==> config.mk <==
export PLATFORM = sky130hd
export DESIGN_NAME = uart_rx_fsm_flat
export DESIGN_NICKNAME = d
export VERILOG_FILES = /design/src/rtl/uart_rx_fsm_if.sv /design/src/rtl/uart_rx_fsm.sv /design/src/flat_wrapper.sv
export SDC_FILE = /design/constraint.sdc
export NUM_CORES = 1
export LEC_CHECK = 0
export CAP_MARGIN = 20
export CORE_ASPECT_RATIO = 1.5
export CORE_MARGIN = 1
export CORE_UTILIZATION = 40
export DETAILED_ROUTE_END_ITERATION = 7
export DONT_BUFFER_PORTS = 1
export GPL_ROUTABILITY_DRIVEN = 0
export PLACE_DENSITY_LB_ADDON = 0.12
export SYNTH_ARGS = -nofsm -noshare
export SYNTH_HDL_FRONTEND = slang
export SYNTH_SLANG_ARGS = --single-unit
==> constraint.sdc <==
create_clock -name clk -period 2.4 [get_ports clk]
set_input_delay 0.24 -clock clk [delete_from_list [all_inputs] [get_ports clk]]
set_output_delay 0.24 -clock clk [all_outputs]
set_load 0.02 [all_outputs]
==> src/rtl/uart_rx_fsm_if.sv <==
// Received-byte delivery bus from the UART RX core to the RX FIFO writer.
// Data and both error flags are qualified by the single-cycle valid strobe.
interface uart_rx_fsm_if;
    logic [7:0] Data_o;
    logic       p_DataValid_o;
    logic       p_ParityErr_o;
    logic       p_FrameErr_o;

    modport master (
        output Data_o,
        output p_DataValid_o,
        output p_ParityErr_o,
        output p_FrameErr_o
    );

    modport slave (
        input Data_o,
        input p_DataValid_o,
        input p_ParityErr_o,
        input p_FrameErr_o
    );
endinterface

==> src/rtl/uart_rx_fsm.sv <==
// UART RX state machine: oversampled start qualification, LSB-first shift, parity/stop check.
// Strobe 1 clk after the mid-stop-bit tick; no backpressure, the FIFO writer must accept every strobe.
module uart_rx_fsm #(
    parameter int DATA_BITS  = 8,
    parameter int OVERSAMPLE = 16
) (
    input  logic                clk,
    input  logic                rst,
    input  logic                p_BaudSig16_i,
    input  logic                Rx_i,
    input  logic                ParityEnable_i,
    input  logic                ParityOdd_i,
    uart_rx_fsm_if.master       rx_if,
    output logic [4:0]          State_o,
    output logic [3:0]          BitCounter_o
);
    localparam int SW = $clog2(OVERSAMPLE);
    localparam logic [SW-1:0] SAMP_MID = SW'(OVERSAMPLE / 2 - 1);
    localparam logic [SW-1:0] SAMP_END = SW'(OVERSAMPLE - 1);
    localparam logic [3:0]    LAST_BIT = 4'(DATA_BITS - 1);

    typedef enum logic [4:0] {
        IDLE      = 5'b0_0001,
        STARTBIT  = 5'b0_0010,
        DATABITS  = 5'b0_0100,
        PARITYBIT = 5'b0_1000,
        STOPBIT   = 5'b1_0000
    } state_e;

    logic                 rx_meta_q, rx_s_q;
    logic [4:0]           st_a_q, st_b_q, st_c_q, st_v, st_d;
    logic [3:0]           bc_a_q, bc_b_q, bc_c_q, bc_v, bc_d;
    logic [SW-1:0]        samp_q, samp_d;
    logic [DATA_BITS-1:0] shift_q, shift_d;
    logic                 par_en_q, par_en_d, par_odd_q, par_odd_d;
    logic                 perr_q, perr_d;
    logic [7:0]           data_q, data_d;
    logic                 vld_q, vld_d, pflag_q, pflag_d, fflag_q, fflag_d;
    logic                 sample_pt;

    // Bitwise 2-of-3 vote; every copy is rewritten from the voted value each clk.
    assign st_v = (st_a_q & st_b_q) | (st_a_q & st_c_q) | (st_b_q & st_c_q);
    assign bc_v = (bc_a_q & bc_b_q) | (bc_a_q & bc_c_q) | (bc_b_q & bc_c_q);

    assign sample_pt = p_BaudSig16_i &&
                       (samp_q == ((st_v == STARTBIT) ? SAMP_MID : SAMP_END));

    always_comb begin
        st_d      = st_v;
        bc_d      = bc_v;
        shift_d   = shift_q;
        par_en_d  = par_en_q;
        par_odd_d = par_odd_q;
        perr_d    = perr_q;
        data_d    = data_q;
        vld_d     = 1'b0;
        pflag_d   = 1'b0;
        fflag_d   = 1'b0;

        case (st_v)
            IDLE: begin
                if (p_BaudSig16_i && !rx_s_q) begin
                    st_d      = STARTBIT;
                    par_en_d  = ParityEnable_i;
                    par_odd_d = ParityOdd_i;
                end
            end
            STARTBIT: begin
                if (sample_pt) begin
                    st_d = rx_s_q ? IDLE : DATABITS;
                end
            end
            DATABITS: begin
                if (sample_pt) begin
                    shift_d = {rx_s_q, shift_q[DATA_BITS-1:1]};
                    if (bc_v == LAST_BIT) begin
                        bc_d = '0;
                        st_d = par_en_q ? PARITYBIT : STOPBIT;
                    end else begin
                        bc_d = bc_v + 4'd1;
                    end
                end
            end
            PARITYBIT: begin
                if (sample_pt) begin
                    perr_d = (^shift_q) ^ rx_s_q ^ par_odd_q;
                    st_d   = STOPBIT;
                end
            end
            STOPBIT: begin
                if (sample_pt) begin
                    data_d                = '0;
                    data_d[DATA_BITS-1:0] = shift_q;
                    vld_d                 = 1'b1;
                    fflag_d               = ~rx_s_q;
                    pflag_d               = par_en_q & perr_q;
                    st_d                  = IDLE;
                end
            end
            default: begin
                st_d = IDLE;
                bc_d = '0;
            end
        endcase

        if (st_d != st_v) begin
            samp_d = '0;
        end else if (p_BaudSig16_i) begin
            samp_d = samp_q + 1'b1;
        end else begin
            samp_d = samp_q;
        end
    end

    always_ff @(posedge clk) begin
        if (rst) begin
            rx_meta_q <= 1'b1;
            rx_s_q    <= 1'b1;
            st_a_q    <= IDLE;
            st_b_q    <= IDLE;
            st_c_q    <= IDLE;
            bc_a_q    <= '0;
            bc_b_q    <= '0;
            bc_c_q    <= '0;
            samp_q    <= '0;
            shift_q   <= '0;
            par_en_q  <= 1'b0;
            par_odd_q <= 1'b0;
            perr_q    <= 1'b0;
            data_q    <= '0;
            vld_q     <= 1'b0;
            pflag_q   <= 1'b0;
            fflag_q   <= 1'b0;
        end else begin
            rx_meta_q <= Rx_i;
            rx_s_q    <= rx_meta_q;
            st_a_q    <= st_d;
            st_b_q    <= st_d;
            st_c_q    <= st_d;
            bc_a_q    <= bc_d;
            bc_b_q    <= bc_d;
            bc_c_q    <= bc_d;
            samp_q    <= samp_d;
            shift_q   <= shift_d;
            par_en_q  <= par_en_d;
            par_odd_q <= par_odd_d;
            perr_q    <= perr_d;
            data_q    <= data_d;
            vld_q     <= vld_d;
            pflag_q   <= pflag_d;
            fflag_q   <= fflag_d;
        end
    end

    assign rx_if.Data_o        = data_q;
    assign rx_if.p_DataValid_o = vld_q;
    assign rx_if.p_ParityErr_o = pflag_q;
    assign rx_if.p_FrameErr_o  = fflag_q;
    assign State_o             = st_v;
    assign BitCounter_o        = bc_v;
endmodule

==> src/flat_wrapper.sv <==
// flat-port wrapper written by rule: the top's interface ports become plain ports
module uart_rx_fsm_flat 
#(
    parameter int DATA_BITS  = 8,
    parameter int OVERSAMPLE = 16
)
  (clk, rst, p_BaudSig16_i, Rx_i, ParityEnable_i, ParityOdd_i, State_o, BitCounter_o, rx_if_Data_o, rx_if_p_DataValid_o, rx_if_p_ParityErr_o, rx_if_p_FrameErr_o);
  uart_rx_fsm_if rx_if_i ();
  input  logic clk;
  input  logic rst;
  input  logic p_BaudSig16_i;
  input  logic Rx_i;
  input  logic ParityEnable_i;
  input  logic ParityOdd_i;
  output logic [4:0] State_o;
  output logic [3:0] BitCounter_o;
  output wire logic [$bits(rx_if_i.Data_o)-1:0] rx_if_Data_o;
  output wire logic [$bits(rx_if_i.p_DataValid_o)-1:0] rx_if_p_DataValid_o;
  output wire logic [$bits(rx_if_i.p_ParityErr_o)-1:0] rx_if_p_ParityErr_o;
  output wire logic [$bits(rx_if_i.p_FrameErr_o)-1:0] rx_if_p_FrameErr_o;
  assign rx_if_Data_o = rx_if_i.Data_o;
  assign rx_if_p_DataValid_o = rx_if_i.p_DataValid_o;
  assign rx_if_p_ParityErr_o = rx_if_i.p_ParityErr_o;
  assign rx_if_p_FrameErr_o = rx_if_i.p_FrameErr_o;
  uart_rx_fsm #(.DATA_BITS(DATA_BITS), .OVERSAMPLE(OVERSAMPLE)) u_core (.clk(clk), .rst(rst), .p_BaudSig16_i(p_BaudSig16_i), .Rx_i(Rx_i), .ParityEnable_i(ParityEnable_i), .ParityOdd_i(ParityOdd_i), .rx_if(rx_if_i), .State_o(State_o), .BitCounter_o(BitCounter_o));
endmodule
==> flow_summary_export.csv, run 1 <==
group,metric,value,unit
run_status,status,"finished with violations",
run_status,violations,"design-rule violations",
sta,fmax,459,MHz
floorplanning,placementRows,30,
clock_network,cts_tree,"yes",
clock_network,postCtsSetupRepairBufs,0,
sta,slew_headroom,0.609,
route,routedLengthMet1,1.70,mm
route,drt_iter0_drc,90,
floorplanning,ios,26,
finish,seq_area,741,um^2
yosys,async_flop_share,0,
clock_network,clockBufferDepth,2,
route,wl_met2,2.19,mm
finish,num_antenna_cells,0,
grt,grt_antenna_before_repair,0,
worst_setup_path,crit_chain,"nor3b_4 > nand3_2 > a211oi_4 > mux2i_1 > nor2_1",
sta,postLayoutSetupSlackWorst,0.222,ns
run,drv_cap,0,
route,wl_met3,183,um
sta,setup_viol,0,
worst_setup_path,cp.depth,5,
clock_network,cts_resized,0,
floorplanning,die_h,85.7,um
grt,grt_pass1_vias,1481,
finish,fin_nets,223,
clock_network,cts_buffers,5,
yosys,ys_types,55,
worst_setup_path,critical_path_required,2.58,ns
sta,slew_violations,0,
finish,num-fill-cells,456,
worst_setup_path,arrival,2.36,ns
yosys,seq_area_frac_synth,0.396,
worst_setup_path,cp-start-kind,"register",
grt,grt_pass1_wl,6.94,mm
finish,multi_input_area,1070,um^2
grt,grt_max_degree,31,
sta,finalHoldViolCount,0,
sta,post-route-period-util,0.907,
sta,tns,0,ns
sta,fin_crit,2.18,ns
sta,tightest_slew,0.584,ns
floorplanning,start_util,0.415,
yosys,synthCells,208,
yosys,ys_ff_latch,37,
worst_setup_path,r2r_slack,0.22,ns
worst_setup_path,crit_buf_inv,0,
worst_hold_path,hold_class,"primary input to register",
clock_network,cts.clk_slew.worst_paths,0.07,ns
grt,gr-usage-all-layers,0.182,
route,wirelength,4.20,mm
placement,dpl.hpwl,3.13,mm
sta,rsz0062_at_grt,"false",
worst_setup_path,worst_r2r_path_depth,5,
worst_setup_path,crit_type,"register to register",
sta,fin_skew,0.00798,ns
route,drtPass1Iterations,6,
yosys,syn_nets,216,
sta,whs,0.0192,ns
yosys,synth_area,1870,um^2
placement,pre_cts_ws,0.217,ns
power_and_ir_drop,ir_drop,0.511,mV
floorplanning,die_w,57.8,um
placement,port_buffers,0,
route,viasPerCell,5.81,
clock_network,ctsHoldBuffers,0,
clock_network,cts-root-buf,"clkbuf_8",
yosys,synth_ff_type,"dfxtp_1",
floorplanning,core-area,4500,um^2
worst_setup_path,crit_family,"simple AND/OR/NAND/NOR gates",
worst_setup_path,max_stage_delay,0.60,ns
yosys,avgSynthCellArea,8.99,um^2
route,top_layer_used,"met4",
floorplanning,dieArea,4960,um^2
finish,area_growth,10.4,%
route,routedWlPerCell,16.0,um
route,remaining_drc_errors,2,
worst_setup_path,end_kind,"register",
finish,drive_gt1_frac,0.126,
worst_setup_path,cp_max_fo,12,
route,ant_nets,0,
route,vias,1527,
yosys,synth_edf_count,0,
power_and_ir_drop,p_leak,0.739,nW
clock_network,clock-sinks,37,
clock_network,h-tree-depth,2,
worst_setup_path,cp_slowest_cell,"a211oi_4",
worst_hold_path,worstHoldPathCells,1,
yosys,synth_warnings,0,
clock_network,insertion_delay,0.29,ns
grt,grt_overflow,0,
power_and_ir_drop,p_per_area,587,nW/um^2
## synthesized netlist by cell type, types with 2 or more instances
cell,number,area share
a211oi_1,3,0.012
a21o_1,3,0.012
a22oi_1,2,0.0080
a31oi_1,3,0.010
and3_1,2,0.0067
buf_2,3,0.0080
clkbuf_1,6,0.012
dfxtp_1,37,0.40
ha_1,2,0.013
inv_1,4,0.0080
mux2i_1,19,0.10
nand2_1,14,0.028
nand3_1,6,0.016
nand3b_1,2,0.0080
nand4_1,4,0.013
nor2_1,34,0.068
nor3_1,7,0.019
o21ai_0,6,0.016
o2bb2ai_1,2,0.0094
or2_2,2,0.0067
xnor2_1,9,0.042
xor2_1,5,0.023
## registers in the layout (all words and copies together) (netlist names)
name                        flops
u_core.samp_q                   4
u_core.shift_q                  8
u_core.perr_q                   1
u_core.par_en_q                 1
u_core.rx_if.p_DataValid_o      1
u_core.par_odd_q                1
u_core.st_b_q                   5
u_core.rx_if.p_ParityErr_o      1
u_core.rx_if.Data_o             8
u_core.rx_meta_q                1
u_core.rx_if.p_FrameErr_o       1
u_core.rx_s_q                   1
u_core.bc_a_q                   4
## through the flow
stage          power (mW)  instance area [um^2]   util  cells
2_1_floorplan       0.701                  1870      -    208
3_3_place_gp        0.710                  1960  0.435    256
3_5_place_dp        0.713                  1960  0.435    256
4_1_cts              1.23                  2060  0.458    263
5_1_grt              1.26                  2060  0.458    263
6_report             1.21                  2060  0.458    263
## worst paths after layout
path	end	from
max	u_core.rx_if.Data_o[0]	u_core.st_b_q[1]
min	u_core.bc_a_q[2]	rst
max reg2reg	u_core.rx_if.Data_o[0]	u_core.st_b_q[1]
min reg2reg	u_core.rx_s_q	u_core.rx_meta_q
## layer usage
layer  GRT usage  vias up
li1            -      754
met1       0.195      726
met2       0.321       36
met3      0.0452       11
met4      0.0996        0
met5           0        -
## report_power, final
| part | leakage [nW] | internal, mW | switching [mW] |
|---|---|---|---|
| clock | 0.0540 | 0.302 | 0.211 |
| combinational | 0.386 | 0.0312 | 0.0366 |
| sequential | 0.299 | 0.622 | 0.00965 |
| total | 0.739 | 0.954 | 0.257 |
## kinds of logic after synthesis
family | synth area share
adders and majority gates | 0.0134
and+or+nand+nor | 0.245
AOI/OAI and AO/OA | 0.146
xor gates and xnor gates | 0.0656
muxes | 0.102
DFF | 0.396
buffers and inverters | 0.0321
## cell type report
cell class	instances	share of cell area
inverters	4	0.00728
well taps	48	0.0291
repair buffers	10	0.0364
flip-flops and latches	37	0.359
clock buffers	5	0.0334
multi-input cells	157	0.518
clock inverters	2	0.0170
## cell usage in the layout (no fill, tap or decap), drive strengths merged, types with 2 or more instances in the layout
cell type  Yosys  layout
a211oi         4       4
a21o           4       4
a21oi          2       2
a22oi          2       2
a31oi          3       3
and3           2       2
buf            4      10
clkbuf         6       5
dfxtp         37      37
ha             2       2
inv            4       4
mux2i         19      19
nand2         14      14
nand3          7       7
nand3b         3       3
nand4          4       4
nor2          34      34
nor3           8       8
nor3b          2       2
nor4           2       2
o21ai          6       6
o2bb2ai        2       2
or2            2       2
xnor2          9       9
xor2           5       5
Note: power is estimated with default switching activity, not from simulation.
==> inputs of run 2 (changes only) <==
--- a/config.mk
+++ b/config.mk
@@ -8,7 +8,7 @@
 export CAP_MARGIN = 20
 export CORE_ASPECT_RATIO = 1.5
 export CORE_MARGIN = 1
-export CORE_UTILIZATION = 40
+export CORE_UTILIZATION = 52
 export DETAILED_ROUTE_END_ITERATION = 7
 export DONT_BUFFER_PORTS = 1
 export GPL_ROUTABILITY_DRIVEN = 0
==> run 2 against run 1 <==
The flow now finishes without violations. Global-route usage is 5.0 points higher. Highest routed layer unchanged. Fmax rose by 7.1%. First-iteration DRC count decreased by 52%. Clock power is 19% lower. Worst hold slack worse by 0.0073 ns. Wire length shrank 3.6%. Register-to-register slack better by 0.14 ns. Largest cell class unchanged.
==> flow_summary_export.csv, run 2 (synthesis results as in run 1) <==
group,metric,value,unit
worst_setup_path,critical_path_required,2.64,ns
finish,fin_nets,222,
worst_setup_path,end_kind,"register",
power_and_ir_drop,comb_power_share,0.059,
clock_network,postCtsSetupRepairBufs,0,
grt,grt_pass1_wl,6.60,mm
clock_network,cts.clk_slew.worst_paths,0.07,ns
placement,placed_cell_area,1940,um^2
sta,postLayoutSetupSlackWorst,0.366,ns
finish,instances_no_fill,257,
power_and_ir_drop,intPower,0.853,mW
route,routedWlPerCell,15.8,um
placement,dpl.hpwl,2.97,mm
floorplanning,ios,26,
route,viasPerCell,5.96,
route,vias,1531,
sta,tightest_slew,0.630,ns
grt,grt_max_degree,31,
power_and_ir_drop,ir_drop,0.438,mV
clock_network,insertion_delay,0.29,ns
floorplanning,die_h,75.4,um
floorplanning,dieArea,3840,um^2
sta,whs,0.0119,ns
finish,drive_gt1_frac,0.121,
route,drt_iter0_drc,43,
sta,fin_crit,2.03,ns
sta,tns,0,ns
clock_network,clock-sinks,37,
sta,fmax,492,MHz
finish,area_growth,8.43,%
sta,slew_headroom,0.576,
route,remaining_drc_errors,0,
finish,final_cell_mix,"37 x dfxtp_1, 34 x nor2_1, 19 x mux2i_1",
grt,grt_antenna_before_repair,0,
placement,pre_cts_ws,0.411,ns
power_and_ir_drop,seqPwrFrac,0.569,
worst_hold_path,hold_class,"primary input to register",
run_status,status,"completed",
grt,grt_overflow,0,
finish,final_area,2030,um^2
clock_network,h-tree-depth,2,
power_and_ir_drop,power_frac_clock,0.372,
finish,num_antenna_cells,0,
sta,setup_viol,0,
worst_setup_path,arrival,2.27,ns
worst_setup_path,crit_type,"register to register",
placement,dp.cells,249,
worst_setup_path,cp-start-kind,"register",
sta,rsz0062_at_grt,"false",
power_and_ir_drop,p_sw,0.257,mW
clock_network,cts_resized,0,
route,ant_nets,0,
power_and_ir_drop,switching_share,0.231,
power_and_ir_drop,p_leak,0.726,nW
power_and_ir_drop,power,1.11,mW
grt,gr-usage-all-layers,0.233,
sta,post-route-period-util,0.847,
floorplanning,start_util,0.547,
finish,final_common_cell,"dfxtp_1",
clock_network,cts_buffers,5,
power_and_ir_drop,p_per_area,548,nW/um^2
worst_setup_path,cp_max_fo,11,
clock_network,cts_tree,"yes",
sta,fin_skew,0.00775,ns
grt,grt_pass1_vias,1466,
clock_network,clockBufferDepth,2,
floorplanning,placementRows,26,
clock_network,cts-root-buf,"clkbuf_8",
floorplanning,die_w,51.0,um
placement,port_buffers,0,
run,drv_cap,0,
floorplanning,core-area,3420,um^2
clock_network,ctsHoldBuffers,0,
finish,utilization,0.593,
route,drtPass1Iterations,4,
sta,slew_violations,0,
sta,finalHoldViolCount,0,
route,wirelength,4.05,mm
[run 2: cell types whose count changed in the layout (fill, tap and decap cells not counted)]
cell       previous run  this run
buf_4                10         9
bufinv_16             1         0
clkbuf_1              0         1
clkinv_2              1         2
[run 2: critical path: stages, from the launching register on]
cell	delay [ns]
dfxtp_1	0.39
buf_4	0.21
nor4_2	0.36
nand2_1	0.17
a211oi_1	0.25
buf_4	0.24
nor4bb_1	0.26
a21o_1	0.11
[run 2: area by class of cell]
| class | instances | area, um^2 |
|---|---|---|
| clock buffer | 6 | 72.6 |
| clock inverter | 2 | 10.0 |
| fill | 322 | 1390 |
| inverter | 4 | 15.0 |
| multi-input combinational | 157 | 1070 |
| sequential | 37 | 741 |
| tap | 42 | 52.6 |
| timing repair buffer | 9 | 67.6 |
[run 2: path summary, 6_finish.rpt]
| path | from | endpoint | cells past startpoint | slack, ns |
|---|---|---|---|---|
| setup reg to reg | u_core.st_b_q[1] | u_core.bc_a_q[0] | 7 | 0.37 |
| hold reg to reg | u_core.rx_meta_q | u_core.rx_s_q | 1 | 0.41 |
| hold / removal | rst | u_core.st_b_q[4] | 1 | 0.01 |
| setup / recovery | u_core.st_b_q[1] | u_core.bc_a_q[0] | 7 | 0.37 |
[run 2: power by group through the flow]
stage          combinational, mW  clock (mW)  sequential [mW]
2_1_floorplan             0.0567           0            0.644
3_3_place_gp              0.0633           0            0.645
3_5_place_dp              0.0648           0            0.645
4_1_cts                   0.0653       0.419            0.631
5_1_grt                   0.0725       0.453            0.632
6_report                  0.0656       0.413            0.631
[run 2: layer usage]
layer	track usage	vias to the layer above	share of wire	wire, um
li1	-	757	-	-
met1	0.234	728	0.39	1590
met2	0.434	34	0.53	2130
met3	0.0499	12	0.045	183
met4	0.139	0	0.037	148
met5	0	-	0	0
==> inputs of run 3 (changes only) <==
==> constraint.sdc (replaced) <==
create_clock -name clk -period 1.7 [get_ports clk]
set_input_delay 0.17 -clock clk [delete_from_list [all_inputs] [get_ports clk]]
set_output_delay 0.17 -clock clk [all_outputs]
set_load 0.02 [all_outputs]
==> run 3 against run 2 <==
The flow now finishes with violations (negative hold slack, negative setup slack). Die area is the same. Fmax grew 16%. First-iteration DRC count grew 120%. Wire length grew 27%. Global-route usage grew 3.4 points. Sequential power grew 40%. Clock skew shrank 0.00096 ns.
==> flow_summary_export.csv, run 3 (synthesis results as in run 1) <==
group,metric,value,unit
run_status,status,"finished with violations",
run_status,violations,"negative hold slack, negative setup slack",
grt,gr-usage-all-layers,0.267,
worst_setup_path,r2r-end,"u_core.bc_a_q[0]",
clock_network,clock-sinks,37,
worst_hold_path,hold_start,"rst",
placement,pre_cts_ws,-0.108,ns
worst_setup_path,crit_type,"register to register",
worst_hold_path,hold_class,"primary input to register",
sta,fin_crit,1.75,ns
clock_network,cts.clk_slew.worst_paths,0.07,ns
grt,grt_antenna_before_repair,0,
clock_network,h-tree-depth,2,
worst_hold_path,holdPathEnd,"u_core.bc_a_q[2]",
grt,grt_max_degree,31,
grt,grt_pass1_vias,1618,
clock_network,clockBufferDepth,2,
placement,dp.cells,276,
worst_setup_path,worst_r2r_startpoint,"u_core.st_b_q[4]",
clock_network,cts_buffers,5,
placement,port_buffers,0,
finish,final_area,2580,um^2
sta,slew_violations,0,
route,drtPass1Iterations,4,
worst_setup_path,critical_path_required,1.94,ns
grt,grt_pass1_wl,7.54,mm
grt,grt_overflow,0,
route,remaining_drc_errors,0,
finish,final_cell_mix,"39 x buf_4, 32 x dfxtp_1, 31 x nor2_1",
sta,slew_headroom,0.750,
finish,drive_gt1_frac,0.342,
route,vias,1783,
sta,fin_skew,0.00678,ns
finish,area_growth,37.8,%
finish,utilization,0.754,
worst_setup_path,worst_r2r_path_depth,7,
floorplanning,die_h,75.4,um
route,wl_met3,210,um
route,routedLengthMet1,1.94,mm
floorplanning,ios,26,
sta,postLayoutSetupSlackWorst,-0.0493,ns
route,wl_met2,2.77,mm
floorplanning,placementRows,26,
worst_setup_path,r2r_slack,-0.05,ns
finish,fin_nets,264,
run,drv_cap,0,
finish,instances_no_fill,299,
clock_network,ctsHoldBuffers,3,
worst_setup_path,cp_max_fo,4,
worst_hold_path,worstHoldPathCells,1,
placement,placed_cell_area,2200,um^2
worst_setup_path,arrival,1.99,ns
floorplanning,start_util,0.547,
clock_network,cts_tree,"yes",
floorplanning,die_w,51.0,um
power_and_ir_drop,ir_drop,0.726,mV
route,top_layer_used,"met4",
sta,whs,-0.0464,ns
sta,setup_viol,11,
finish,num_antenna_cells,0,
power_and_ir_drop,p_per_area,650,nW/um^2
floorplanning,core-area,3420,um^2
route,wirelength,5.15,mm
finish,final_common_cell,"buf_4",
finish,multi_input_area,1210,um^2
placement,dpl.hpwl,3.33,mm
route,routedWlPerCell,17.2,um
sta,fmax,572,MHz
sta,tightest_slew,0.370,ns
route,drt_iter0_drc,94,
sta,post-route-period-util,1.03,
finish,num-fill-cells,228,
route,ant_nets,0,
clock_network,cts-root-buf,"clkbuf_8",
floorplanning,dieArea,3840,um^2
worst_setup_path,end_kind,"register",
sta,finalHoldViolCount,24,
sta,rsz0062_at_grt,"true",
worst_setup_path,cp-start-kind,"register",
route,viasPerCell,5.96,
clock_network,insertion_delay,0.29,ns
power_and_ir_drop,p_leak,0.977,nW
finish,seq_area,757,um^2
run 3: changes by cell type in the layout (fill, tap and decap cells not counted), moves of 3 or more:
| cell | change |
|---|---|
| buf_4 | +30 |
| buf_6 | +6 |
| dfxtp_1 | -5 |
| dfxtp_4 | +4 |
| dlygate4sd3_1 | +3 |
| nor2_1 | -3 |
| nor2_2 | +3 |
| o21ai_0 | -4 |
run 3: metal layers:
metal  up-vias  track usage
met4         0        0.145
met3        20       0.0419
met1       854        0.285
met5         -            0
li1        845            -
met2        64        0.497
run 3: how the worst max path moves through the flow:
stage	endpoint	cells after the start	slack, ns	from
after floorplan	u_core.rx_if.Data_o[0]	5	-0.01	u_core.st_b_q[1]
after global placement	u_core.bc_a_q[0]	7	-0.05	u_core.st_b_q[3]
after detailed placement	u_core.bc_a_q[0]	7	-0.11	u_core.st_b_q[3]
after CTS	u_core.bc_a_q[2]	7	-0.05	u_core.st_b_q[1]
after global routing	u_core.shift_q[5]	7	-0.13	u_core.st_b_q[3]
final	u_core.bc_a_q[0]	7	-0.05	u_core.st_b_q[4]
run 3: repair_timing:
action | in CTS | in global routing
gates cloned | 1 | 0
gates resized for setup | 12 | 29
endpoints found under the hold margin | 26 | 24
pin swaps | 4 | 15
endpoints found under the setup margin | 30 | 32
buffers inserted | 3 | 8
run 3: cell type report:
type | instances | share of cell area
clock inverters | 1 | 0.00291
inverters | 4 | 0.00583
clock buffers | 7 | 0.0335
repair buffers | 51 | 0.173
well taps | 42 | 0.0204
flip-flops and latches | 37 | 0.294
multi-input cells | 157 | 0.471
run 3: stage by stage:
stage               power (mW)  TNS [ns]
finish                    1.67    -0.187
global route              1.72     -2.06
CTS                       1.65    -0.317
detailed placement        1.02    -0.972
global placement          1.02    -0.249
floorplan                0.990   -0.0804
run 3: critical path, stage by stage, from the launching register on:
cell and delay [ns]:
dfxtp_4 0.37, nor2_2 0.31, buf_4 0.19, a22oi_2 0.08, a31oi_2 0.21, buf_4 0.16
nor4bb_4 0.27, a21o_1 0.10
run 3: power breakdown:
group	internal, mW	switching, mW
registers	0.873	0.0124
logic	0.0818	0.0744
clock network	0.329	0.303
